## src/rtl/pdm_pkg.sv

```systemverilog
// pdm_pkg
// Shared definitions for the PDM decimator: output sample width, the CIC
// register width as a function of the decimation exponent, the settle-guard
// terminal count and the 8-bit output saturation helper.
package pdm_pkg;

    localparam int SAMPLE_W = 8;

    // Ticks that must pass after reset before a sample is flagged valid.
    localparam logic [1:0] SETTLE_DONE = 2'd3;

    // A sinc3 filter with decimation R = 2^d has a DC gain of R^3 = 2^(3d).
    // One extra bit lets the full-scale value 2^(3d) be represented so that
    // it can be detected and saturated.
    function automatic int cic_width(input int decim_log2);
        return 3 * decim_log2 + 1;
    endfunction

    // The scaled comb output is SAMPLE_W+1 bits wide; only full scale sets
    // the top bit, and it clamps to the largest 8-bit code.
    function automatic logic [SAMPLE_W-1:0] sat8(input logic [SAMPLE_W:0] s);
        return s[SAMPLE_W] ? {SAMPLE_W{1'b1}} : s[SAMPLE_W-1:0];
    endfunction

endpackage

```

## src/rtl/pdm_decimator_comb.sv

```systemverilog
// cic_comb_stage
// One differentiator of the decimated half of a CIC filter.
//   clk    : system clock
//   rst_n  : asynchronous active-low reset, clears the delay register
//   en_i   : decimation tick; the delay register only loads on a tick
//   x_i    : stage input (W bits, modulo 2^W)
//   y_o    : x_i minus the input captured on the previous tick
module cic_comb_stage #(
    parameter int W = 16
) (
    input  logic         clk,
    input  logic         rst_n,
    input  logic         en_i,
    input  logic [W-1:0] x_i,
    output logic [W-1:0] y_o
);

    logic [W-1:0] z_q;

    always_ff @(posedge clk or negedge rst_n) begin
        if (!rst_n) begin
            z_q <= '0;
        end else if (en_i) begin
            z_q <= x_i;
        end
    end

    // Unsigned wrap-around is intended: integrator overflow cancels here.
    assign y_o = x_i - z_q;

endmodule

```

## src/rtl/pdm_decimator.sv

```systemverilog
// pdm_decimator
// Third-order CIC (sinc3) decimator turning a unipolar 1-bit pulse-density
// stream into 8-bit samples, one per R = 2^DECIM_LOG2 input bits.
//   DECIM_LOG2 : log2 of the decimation ratio, legal range 3..8
//   clk        : system clock, one PDM bit consumed per cycle
//   rst_n      : asynchronous active-low reset
//   pdm_in     : pulse-density bit, 1 counts +1, 0 counts 0
//   data_out   : decoded sample, updated on every decimation tick, held between
//   data_valid : one-cycle pulse on the edge that loads data_out, suppressed
//                for the first three ticks after reset while the filter fills
module pdm_decimator
    import pdm_pkg::*;
#(
    parameter int DECIM_LOG2 = 5
) (
    input  logic                clk,
    input  logic                rst_n,
    input  logic                pdm_in,
    output logic [SAMPLE_W-1:0] data_out,
    output logic                data_valid
);

    localparam int W = cic_width(DECIM_LOG2);
    // Dropping SHIFT LSBs of the comb output leaves exactly SAMPLE_W+1 bits.
    localparam int SHIFT = W - (SAMPLE_W + 1);
    localparam logic [DECIM_LOG2-1:0] DCNT_LAST = '1;

    // ---------------------------------------------------------------
    // Integrators, running at the input rate. Overflow wraps freely;
    // the combs remove it as long as all arithmetic is modulo 2^W.
    // ---------------------------------------------------------------
    logic [W-1:0] i1_q, i2_q, i3_q;

    always_ff @(posedge clk or negedge rst_n) begin
        if (!rst_n) begin
            i1_q <= '0;
            i2_q <= '0;
            i3_q <= '0;
        end else begin
            i1_q <= i1_q + W'(pdm_in);
            i2_q <= i2_q + i1_q;
            i3_q <= i3_q + i2_q;
        end
    end

    // ---------------------------------------------------------------
    // Decimation counter and tick
    // ---------------------------------------------------------------
    logic [DECIM_LOG2-1:0] dcnt_q, dcnt_d;
    logic                  tick;

    assign tick = (dcnt_q == DCNT_LAST);

    // ---------------------------------------------------------------
    // Combs, running at the decimated rate
    // ---------------------------------------------------------------
    logic [W-1:0] y1, y2, y3;

    cic_comb_stage #(.W(W)) u_comb1 (
        .clk   (clk),
        .rst_n (rst_n),
        .en_i  (tick),
        .x_i   (i3_q),
        .y_o   (y1)
    );

    cic_comb_stage #(.W(W)) u_comb2 (
        .clk   (clk),
        .rst_n (rst_n),
        .en_i  (tick),
        .x_i   (y1),
        .y_o   (y2)
    );

    cic_comb_stage #(.W(W)) u_comb3 (
        .clk   (clk),
        .rst_n (rst_n),
        .en_i  (tick),
        .x_i   (y2),
        .y_o   (y3)
    );

    // The fractional bits below the output LSB are discarded by design.
    logic unused_y3_lsbs;
    assign unused_y3_lsbs = ^y3[SHIFT-1:0];

    // ---------------------------------------------------------------
    // Settle guard and output register
    // ---------------------------------------------------------------
    logic [1:0]          settle_q, settle_d;
    logic [SAMPLE_W-1:0] data_out_q, data_out_d;
    logic                data_valid_q, data_valid_d;

    always_comb begin
        dcnt_d       = dcnt_q + DECIM_LOG2'(1);
        settle_d     = settle_q;
        data_out_d   = data_out_q;
        data_valid_d = 1'b0;
        if (tick) begin
            if (settle_q != SETTLE_DONE) begin
                settle_d = settle_q + 2'd1;
            end
            // Full scale (all-ones input) lands exactly on 2^SAMPLE_W.
            data_out_d   = sat8(y3[W-1:SHIFT]);
            data_valid_d = (settle_q == SETTLE_DONE);
        end
    end

    always_ff @(posedge clk or negedge rst_n) begin
        if (!rst_n) begin
            dcnt_q       <= '0;
            settle_q     <= '0;
            data_out_q   <= '0;
            data_valid_q <= 1'b0;
        end else begin
            dcnt_q       <= dcnt_d;
            settle_q     <= settle_d;
            data_out_q   <= data_out_d;
            data_valid_q <= data_valid_d;
        end
    end

    assign data_out   = data_out_q;
    assign data_valid = data_valid_q;

endmodule

```

## config.mk

```make
export PLATFORM = sky130hd
export DESIGN_NAME = pdm_decimator
export DESIGN_NICKNAME = d
export VERILOG_FILES = /design/src/rtl/pdm_pkg.sv /design/src/rtl/pdm_decimator_comb.sv /design/src/rtl/pdm_decimator.sv
export SDC_FILE = /design/constraint.sdc
export NUM_CORES = 1
export LEC_CHECK = 0
export CORE_ASPECT_RATIO = 1.2
export CORE_MARGIN = 2
export CORE_UTILIZATION = 63
export CTS_CLUSTER_DIAMETER = 200
export DETAILED_ROUTE_END_ITERATION = 8
export GPL_TIMING_DRIVEN = 0
export PLACE_DENSITY_LB_ADDON = 0.25
export SETUP_SLACK_MARGIN = 0.02
export SLEW_MARGIN = 20
export SYNTH_ARGS = -nofsm -noshare
export SYNTH_HDL_FRONTEND = slang
export SYNTH_SLANG_ARGS = --single-unit
```

## constraint.sdc

```tcl
create_clock -name clk -period 6.4 [get_ports clk]
set_input_delay 1.28 -clock clk [delete_from_list [all_inputs] [get_ports clk]]
set_output_delay 1.28 -clock clk [all_outputs]
set_load 0.005 [all_outputs]
```

==> metrics.md <==
| Metric | Value |
|---|---|
| Drt wl/cell | `14.4 um` |
| # diodes | `0` |
| Critical path origin | `i3_q[0]` |
| CTS tree | `built` |
| Worst hold path type | `reg -> reg` |
| Post-synthesis sequential area ratio | `39.8%` |
| Synthesized area | `0.00704 mm2` |
| IO Pins | `12` |
| Crit Reg-Reg Endpoint | `data_out[3]` |
| Total grt overflow | `0` |
| CP startpoint kind | `register` |
| Max-slew violation count | `0` |
| Syn Nets | `826` |
| Detailed Route WL | `12,900 um` |
| FF-to-FF setup slack | `0.50 ns` |
| Die Footprint | `0.0120 mm2` |
| Worst skew pair latency | `0.34 ns` |
| Slowest-stage cell, CP | `a21boi_0` |
| Largest net degree at the start of global routing | `82` |
| Root Buffer | `clkbuf_16` |
| Max Clock Skew | `0.00748 ns` |
| Synth warnings | `0` |
| RSZ-0062 raised after global routing | `no` |
| Main flop type after synthesis | `dfrtp_1` |
| Core ar. | `0.0110 mm2` |
| Crit Path Class | `reg -> reg` |
| Worst-path fanout max | `7` |
| Non-Filler Instances | `900` |
| FMAX | `169 MHz` |
| Initial DRC Count | `163` |
| PnR worst setup slack | `0.498 ns` |
| Sink Count | `112` |
| Asr flop ratio synth | `100%` |
| Die Ht | `120 um` |
| Worst-path cell chain | `inv_1 -> ha_1 -> fa_1 -> nor2b_1 -> o21ai_1 -> a21boi_1 -> o21ai_1 -> a21oi_1 -> xnor2_1 -> ha_1 -> a21o_1 -> a21oi_2 -> a21boi_0 -> nand2_1 -> a21oi_1 -> xnor2_1 -> ha_1 -> a21o_1 -> a221o_1 -> a21o_1 -> a21oi_2 -> xor3_2 -> a31oi_1` |
| TritonCTS Buffers | `9` |
| H-tree depth | `3` |
| Vias in the first global route | `5,132` |
| Cell Count Post-Placement | `884` |
| Fin crit share | `92.2%` |
| Cell variety after synth | `55` |
| Drt pass-1 iters | `6` |
| Slowest stage delay, CP | `0.48 ns` |
| Max_cap viols | `0` |
| Critical Path AT | `6.17 ns` |
| Hold slack | `0.462 ns` |
| Share of cells above drive strength 1 | `5.08%` |
| Slew @ Worst Pin | `0.743 ns` |
| Top delay family on crit path | `compound AO/OA/AOI/OAI gates` |
| Crit. End Element | `register` |
| Reg2Reg Depth | `23` |
| Worst r2r src | `i3_q[0]` |
| Initial antenna violation count | `0` |
| All-Layer GR Usage | `22.9%` |
| Mean area per synthesized cell | `9.51 um2` |
| Clk slew on worst S/H paths | `0.07 ns` |
| Gp weighted congestion | `0.886` |
| # Post-CTS Setup Buffers | `0` |
| Worst Path Buf+Inv | `1` |
| Critical Path RT | `6.66 ns` |
| Detail Placement HPWL | `9850 um` |
| Port bufs | `11` |
| Hold buffer count at cts | `0` |
| Via count | `5,188` |
| Min Tclk post-route | `5.90 ns` |
| Dpl ws | `0.625 ns` |
| Relative slew margins | `50.4%` |
| Initial core utilization | `64.1%` |
| Fill cell count | `823` |
| First-pass GRT wire length | `22,100 um` |
| Post-synthesis instance total | `740` |
| Layout overhead on the synthesized area | `8.15%` |
| Via-to-Cell Ratio | `5.76` |
| Post-CTS sizing | `0` |
| Nets | `849` |
| Worst setup endpoint | `data_out[3]` |
| Longest Clk Path Bufs | `2` |
| Final hold viol count | `0` |
| Status | `finished clean` |
| Post-route ant nets | `0` |
| Yosys reg bits | `112` |
| DRC | `0` |
| Stages on worst setup path | `23` |
| Count of flip-flops with a built-in enable after synthesis | `0` |
| Die width | `100 um` |
| Cell Rows | `42` |
| # setup viols final | `0` |
how the worst min path moves through the flow:
stage / from / end / slack (ns) / depth (start not counted)
after floorplan: dcnt_q[0] / dcnt_q[0] / 0.42 / 1
after global placement: dcnt_q[0] / dcnt_q[0] / 0.43 / 1
after detailed placement: dcnt_q[0] / dcnt_q[0] / 0.45 / 1
after CTS: dcnt_q[0] / dcnt_q[0] / 0.46 / 1
after global routing: dcnt_q[0] / dcnt_q[0] / 0.49 / 1
final: dcnt_q[0] / dcnt_q[0] / 0.46 / 1
worst register-to-register path: cells and delay by family (launching register included):
kind                     cells  cell delay [ns]
AO/OA/AOI/OAI               13             3.04
adder cells (fa/ha/maj)      4             1.26
XOR/XNOR                     3             0.83
flip-flops                   1             0.39
AND/OR/NAND/NOR              2             0.23
buffers and inverters        1             0.06
cell usage after synthesis (2+ instances only):
| cell | count | area share, % |
|---|---|---|
| and2_1 | 7 | 0.62 |
| a21oi_2 | 5 | 0.62 |
| o21ai_0 | 51 | 3.6 |
| clkbuf_1 | 12 | 0.64 |
| o211ai_1 | 2 | 0.21 |
| nor3_1 | 12 | 0.85 |
| mux2_2 | 11 | 1.8 |
| a21oi_1 | 33 | 2.3 |
| ha_1 | 79 | 14 |
| a21boi_0 | 2 | 0.21 |
| a211oi_1 | 3 | 0.32 |
| a21o_2 | 2 | 0.25 |
| o21a_1 | 7 | 0.75 |
| nor2b_1 | 13 | 1.2 |
| a21boi_1 | 5 | 0.53 |
| and3_1 | 7 | 0.62 |
| a31oi_1 | 2 | 0.18 |
| nor2_1 | 56 | 3.0 |
| o41ai_2 | 3 | 0.69 |
| mux2i_1 | 3 | 0.43 |
| o41ai_1 | 5 | 0.62 |
| nand2b_1 | 2 | 0.18 |
| fa_1 | 4 | 1.1 |
| dfrtp_1 | 112 | 40 |
| xnor2_1 | 59 | 7.3 |
| nand4_1 | 6 | 0.53 |
| o21ai_1 | 15 | 1.1 |
| nand2_1 | 67 | 3.6 |
| a21o_1 | 11 | 1.2 |
| o21bai_1 | 7 | 0.75 |
| inv_1 | 77 | 4.1 |
| xor2_1 | 15 | 1.9 |
| o2111ai_1 | 2 | 0.25 |
| nand3_1 | 18 | 1.3 |
| or3_1 | 5 | 0.44 |
cell families (layout without fill, tap and decap cells):
| kind of cell | after synthesis | in the layout | synth area share, % |
|---|---|---|---|
| AND/OR/NAND/NOR | 196 | 196 | 12.6 |
| AO/OA/AOI/OAI | 170 | 170 | 15.6 |
| flip-flops | 112 | 112 | 39.8 |
| buffers and inverters | 89 | 117 | 4.75 |
| adder cells (fa/ha/maj) | 83 | 83 | 15.2 |
| XOR/XNOR | 76 | 76 | 9.89 |
| multiplexers | 14 | 14 | 2.19 |
flip-flops by register name (all words and copies together), names as in the netlist:
register / count
u_comb1.z_q: 16
i2_q: 16
data_valid: 1
u_comb2.z_q: 16
i3_q: 16
u_comb3.z_q: 16
settle_q: 2
i1_q: 16
data_out: 8
dcnt_q: 5
placed cells by master (no fill, tap or decap), types with 6 or more instances in the layout:
cell / synthesis / final
a21o_1: 11 / 11
a21oi_1: 33 / 33
and2_1: 7 / 7
and3_1: 7 / 7
clkbuf_1: 12 / 16
clkbuf_16: 0 / 9
clkdlybuf4s50_1: 0 / 10
dfrtp_1: 112 / 112
ha_1: 79 / 79
inv_1: 77 / 77
mux2_2: 11 / 11
nand2_1: 67 / 67
nand3_1: 18 / 18
nand4_1: 6 / 6
nor2_1: 56 / 56
nor2b_1: 13 / 13
nor3_1: 12 / 12
o21a_1: 7 / 7
o21ai_0: 51 / 51
o21ai_1: 15 / 15
o21bai_1: 7 / 7
xnor2_1: 59 / 59
xor2_1: 15 / 15
metrics by stage:
stage | cell area, um2 | utilization [%] | setup TNS [ns]
after floorplan | 7040 | - | 0
after global placement | 7310 | 66.6 | -15.76
after detailed placement | 7340 | 66.8 | 0
after CTS | 7610 | 69.3 | 0
after global routing | 7610 | 69.3 | 0
final | 7610 | 69.3 | 0
metal layers:
metal  routed length, um  share of wire (%)  up-vias  global-route usage (%)
met5                   0                  0        -                       0
met4                 387                3.0        0                    10.5
met3                 305                2.4       28                    3.67
met2                6670                 52       90                    40.4
met1                5560                 43     2477                    26.9
li1                    -                  -     2593                       -
layout make-up:
| cell class | count | area (um2) | share of cell area, % |
|---|---|---|---|
| Clock inverter | 2 | 15.0 | 0.197 |
| Buffer | 12 | 45.0 | 0.592 |
| Timing Repair Buffer | 12 | 139 | 1.83 |
| Clock buffer | 14 | 254 | 3.34 |
| Inverter | 77 | 289 | 3.80 |
| Multi-Input combinational cell | 539 | 3900 | 51.2 |
| Tap cell | 132 | 165 | 2.17 |
| Sequential cell | 112 | 2800 | 36.8 |
Power is left out: the tool's default activity adds up to more than one toggle a clock period on the data nets, which glitch-free logic cannot reach.
